File: config.mk
export PLATFORM = sky130hd
export DESIGN_NAME = jk_counter_driver
export DESIGN_NICKNAME = d
export VERILOG_FILES = /design/src/rtl/jk_counter_driver.sv
export SDC_FILE = /design/constraint.sdc
export NUM_CORES = 1
export LEC_CHECK = 0
export ABC_CLOCK_PERIOD_IN_PS = 3100
export BUFFER_PORTS_ARGS = -buffer_cell sky130_fd_sc_hd__buf_2
export CORE_MARGIN = 2
export CORE_UTILIZATION = 50
export DETAILED_ROUTE_END_ITERATION = 12
export HOLD_SLACK_MARGIN = 0.1
export PLACE_DENSITY = 0.78
export SYNTH_ARGS = -nofsm -noshare
export SYNTH_HDL_FRONTEND = slang
export SYNTH_SLANG_ARGS = --single-unit
File: constraint.sdc
create_clock -name clk -period 3.1 [get_ports clk]
set_clock_uncertainty 0.15 [all_clocks]
set_input_delay 0.155 -clock clk [delete_from_list [all_inputs] [get_ports clk]]
set_output_delay 0.155 -clock clk [all_outputs]
set_load 0.01 [all_outputs]
File: src/rtl/jk_counter_driver.sv
`default_nettype none
// ============================================================================
// Module      : jk_counter_driver
// Description : Command-driven up/down counter built from JK-style state bits.
//               A next-value MUX (hold / load / up-step / down-step) is turned
//               into per-bit J/K excitation, which is then applied with full
//               JK semantics (set / clear / hold / toggle).
// Revision    : 1.0 - initial release
// ============================================================================
module jk_counter_driver #(
    parameter int WIDTH = 4
) (
    input  logic             clk,
    input  logic             reset,
    input  logic             cmd_valid,
    output logic             cmd_ready,
    input  logic [1:0]       cmd_op,
    input  logic [WIDTH-1:0] cmd_data,
    input  logic             en,
    input  logic             abort,
    output logic [WIDTH-1:0] q,
    output logic [WIDTH-1:0] qbar,
    output logic [WIDTH-1:0] j_vec,
    output logic [WIDTH-1:0] k_vec,
    output logic             busy,
    output logic             done,
    output logic             wrap
);

    localparam logic [1:0] c_OP_LOAD = 2'b00;
    localparam logic [1:0] c_OP_UP   = 2'b01;
    localparam logic [1:0] c_OP_DOWN = 2'b10;

    localparam logic [1:0] c_ST_IDLE = 2'd0;
    localparam logic [1:0] c_ST_RUN  = 2'd1;
    localparam logic [1:0] c_ST_DONE = 2'd2;

    localparam logic [WIDTH-1:0] c_ONE  = {{(WIDTH-1){1'b0}}, 1'b1};
    localparam logic [WIDTH-1:0] c_MAX  = {WIDTH{1'b1}};
    localparam logic [WIDTH-1:0] c_ZERO = {WIDTH{1'b0}};

    logic [1:0]       r_state;
    logic [1:0]       w_state_next;
    logic [WIDTH-1:0] r_q;
    logic [WIDTH-1:0] r_target;
    logic             r_dir_down;
    logic             r_wrap;

    logic             w_accept;
    logic             w_step;
    logic             w_wrap_next;
    logic             w_latch;
    logic [WIDTH-1:0] w_nxt;
    logic [WIDTH-1:0] w_j;
    logic [WIDTH-1:0] w_k;
    logic [WIDTH-1:0] w_q_next;

    // Ready is purely a function of state; forced low while reset is held.
    assign cmd_ready = (r_state == c_ST_IDLE) && reset;
    assign w_accept  = cmd_valid && cmd_ready;
    assign w_step    = (r_state == c_ST_RUN) && en && !abort;
    assign w_latch   = w_accept && ((cmd_op == c_OP_UP) || (cmd_op == c_OP_DOWN));

    // Next-value MUX: load, up-step, down-step, otherwise hold.
    always_comb begin
        w_nxt = r_q;
        if (w_accept && (cmd_op == c_OP_LOAD)) begin
            w_nxt = cmd_data;
        end else if (w_step) begin
            w_nxt = r_dir_down ? (r_q - c_ONE) : (r_q + c_ONE);
        end
    end

    // Excitation derived from the desired transition of each bit.
    assign w_j = w_nxt & ~r_q;
    assign w_k = r_q & ~w_nxt;

    // Full JK update per bit, including toggle for j=k=1.
    generate
        for (genvar i = 0; i < WIDTH; i++) begin : g_jk_bit
            assign w_q_next[i] = (w_j[i] & w_k[i])  ? ~r_q[i] :
                                 (w_j[i] & ~w_k[i]) ? 1'b1    :
                                 (~w_j[i] & w_k[i]) ? 1'b0    : r_q[i];
        end
    endgenerate

    // Wrap is flagged when a step crosses between the two extremes.
    assign w_wrap_next = w_step && (r_dir_down ? (r_q == c_ZERO) : (r_q == c_MAX));

    // Next-state logic; abort outranks both enable and target match.
    always_comb begin
        w_state_next = r_state;
        case (r_state)
            c_ST_IDLE: begin
                if (w_latch) begin
                    w_state_next = (cmd_data == r_q) ? c_ST_DONE : c_ST_RUN;
                end
            end
            c_ST_RUN: begin
                if (abort) begin
                    w_state_next = c_ST_IDLE;
                end else if (w_step && (w_nxt == r_target)) begin
                    w_state_next = c_ST_DONE;
                end
            end
            c_ST_DONE: w_state_next = c_ST_IDLE;
            default:   w_state_next = c_ST_IDLE;
        endcase
    end

    // State, counter bits and wrap pulse registers.
    always_ff @(posedge clk or negedge reset) begin
        if (!reset) begin
            r_state <= c_ST_IDLE;
            r_q     <= c_ZERO;
            r_wrap  <= 1'b0;
        end else begin
            r_state <= w_state_next;
            r_q     <= w_q_next;
            r_wrap  <= w_wrap_next;
        end
    end

    // Target and direction captured when a count command is accepted.
    always_ff @(posedge clk or negedge reset) begin
        if (!reset) begin
            r_target   <= c_ZERO;
            r_dir_down <= 1'b0;
        end else if (w_latch) begin
            r_target   <= cmd_data;
            r_dir_down <= (cmd_op == c_OP_DOWN);
        end
    end

    assign q     = r_q;
    assign qbar  = ~r_q;
    assign j_vec = w_j;
    assign k_vec = w_k;
    assign busy  = (r_state == c_ST_RUN);
    assign done  = (r_state == c_ST_DONE);
    assign wrap  = r_wrap;

endmodule
`default_nettype wire

==> metrics.md <==
| Metric | Value |
|---|---|
| Wire per inst | `roughly 14 µm` |
| Leakage | `0.6534 nW` |
| 1st-iter DRT viols | `21` |
| Antenna violations before repair | `0` |
| Ys async rst share | `1.000` |
| Longest Clk Path Bufs | `2` |
| Arrival time at the worst endpoint | `2.54 ns` |
| Min cycle time layout | `2.849 ns` |
| Placer Congestion | `just under 0.9` |
| Post-route setup TNS | `0 ns` |
| Layout area overhead | `27.04%` |
| Max-slew violations | `0` |
| Worst relative slew slack | `0.7493` |
| # DRC | `0` |
| Status | `complete, no violations` |
| H-tree depth | `1` |
| Post-Layout Inst Area | `roughly 1300 µm²` |
| YS warnings | `0` |
| Startpoint Class | `flop` |
| Ys flop type | `dfrtp_1` |
| DRT Pass-1 Iters | `4` |
| Critical path fanouts, max | `9` |
| Setup Fix Bufs, Post-CTS | `0` |
| Row cnt | `16` |
| DP HPWL | `about 1.8 mm` |
| Commonest non-fill, non-tap cells in the layout | `buf_2, ha_1, dfrtp_1` |
| Grt total ovfl | `0` |
| Clk slew on worst S/H paths | `roughly 0.080 ns` |
| Mean Syn Cell Area | `between 9 and 10 µm²` |
| Fmax | `about 350 MHz` |
| WP buf/inv | `2` |
| Worst-margin pin slew | `around 0.38 ns` |
| Drt via density | `around 5.3` |
| Fillers | `164` |
| Netlist cell types | `40` |
| Fraction of layout cells with a size suffix above 1 | `0.3521` |
| # clock sinks | `12` |
| PwrDens | `669.6 nW/µm²` |
| Worst skew pair latency | `around 0.29 ns` |
| Synth area leaders | `dfrtp_1, ha_1, mux2_2, xnor2_1, inv_1` |
| Clock Tree Root | `clkbuf_4` |
| N_diodes | `0` |
| Yosys top cell area share | `0.2923` |
| HP Class | `in -> async` |
| Synth Instances | `~100` |
| MaxCap Viol Count | `0` |
| Height of the die | `just under 50 µm` |
| Post-Syn Area | `approximately 1000 µm²` |
| Crit-path slowest cell | `dfrtp_1` |
| Final period util | `0.9191` |
| CP endpoint kind | `output port` |
| Antenna-violating nets left | `0` |
| Total track usage | `0.2087` |
| Commonest non-fill, non-tap cell in the layout | `buf_2` |
| Initial core utilization | `0.5290` |
| VDD IR-drop max | `0.0004738 V` |
| CP Class | `reg -> out` |
| DR vias | `between 900 and 1,000` |
| IO buf count | `30` |
| Setup violations, final | `0` |
| First-pass GRT wire length | `between 3 and 4 mm` |
| Syn Nets | `about 130` |
| TritonCTS buffer count | `3` |
| CP peak stage delay | `between 0.4 and 0.5 ns` |
| Ports | `31` |
| Vias in the first global route | `approximately 860` |
| Crit-path cells | `ha_1, a21oi_1, a21boi_1, nor3_1, xnor2_1, mux2i_1, inv_1, ha_1, buf_2` |
| Final #Nets | `168` |
| Placed Instance Area | `roughly 1200 µm²` |
| Area of the core | `~1900 µm²` |
| RSZ-0062 raised after global routing | `no` |
| Hold Vio Cnt, Final | `0` |
| Worst Path Required | `between 2 and 3 ns` |
| Routed WL | `about 2.3 mm` |
| Post-synth EDFFs | `0` |
| CTS tree | `built` |
| Register bit count reported by yosys | `12` |
| CP delay by family, top | `adder cells` |
| Pin count of the biggest net entering global routing | `15` |
| Die Area | `roughly 2400 µm²` |
| Die Wd | `~49 µm` |
| Cell mode on critical path | `ha_1` |
| Synth area leader | `dfrtp_1` |
| Seq/Total Area, Yosys | `0.2923` |
[worst paths after layout]
check,cells past startpoint,from,slack (ns),endpoint
worst max-delay path,9,q[2],0.25,j_vec[3]
worst min-delay path,2,reset,0.13,r_target[0]
worst max register to register,8,q[2],0.41,q[3]
worst min register to register,2,r_target[2],0.36,r_target[2]
max in group asynchronous,2,reset,2.42,r_state[0]
min in group clk,4,cmd_op[0],0.18,r_dir_down
[per-layer routing]
metal	vias up	wire length (µm)	global-route usage
met3	7	114	0.009202
li1	441	-	-
met4	0	65	0.1238
met1	423	983	0.2442
met5	-	0	0
met2	33	1131	0.3739
[cell type report]
class / instances / area [µm²] / share of cell area
clock buffer: 3 / 22.52 / 0.01726
inverter: 11 / 41.29 / 0.03164
multi-input combinational: 78 / 676.9 / 0.5187
sequential: 12 / 300.3 / 0.2301
tap: 27 / 33.78 / 0.02589
timing repair buffer: 38 / 230.2 / 0.1764
[report_power, final]
group | internal [mW] | total (mW) | leakage [nW] | switching, mW
clock network | 0.0453 | 0.103 | 0.0138 | 0.0579
registers | 0.198 | 0.275 | 0.155 | 0.0765
logic | 0.247 | 0.496 | 0.484 | 0.249
total | 0.490 | 0.874 | 0.653 | 0.384
[stage by stage]
stage | hold WS [ns] | utilization | std cells | total power [mW] | setup WS, ns
2_1_floorplan | -0.2906 | - | 103 | 0.6265 | 0.5813
5_1_grt | 0.1564 | 0.6720 | 169 | 0.9503 | 0.04158
3_5_place_dp | -0.08632 | 0.6192 | 158 | 0.7680 | 0.4446
6_report | 0.1327 | 0.6720 | 169 | 0.8738 | 0.2509
4_1_cts | 0.1365 | 0.6720 | 169 | 0.8785 | 0.2557
3_3_place_gp | -0.08449 | 0.6192 | 158 | 0.7369 | 0.5397
[flip-flops by register name, summed over array words and instances (netlist names)]
register    count
r_state         2
r_target        4
q               4
wrap            1
r_dir_down      1
[logic make-up after synthesis]
family,count (synthesis),share of synthesized area
adders and majority gates,13,0.1656
DFF,12,0.2923
AOI/OAI and AO/OA,17,0.1206
xor gates and xnor gates,9,0.07674
buffers and inverters,13,0.04871
and+or+nand+nor,28,0.1754
muxes,11,0.1206
[what timing repair did]
action / in CTS / in global routing
resized for setup: 0 / 0
endpoints found under the hold margin: 19 / 0
hold buffers: 8 / 0
[synthesized netlist by cell type, drive strengths merged (3+ instances only)]
library cell and count:
dfrtp 12, ha 12, inv 11, mux2 8
xnor2 8, nand3 6, nand2 5, nor2 4
a21boi 3, a21oi 3, mux2i 3, o21ai 3
(Power assumes the default switching activity.)
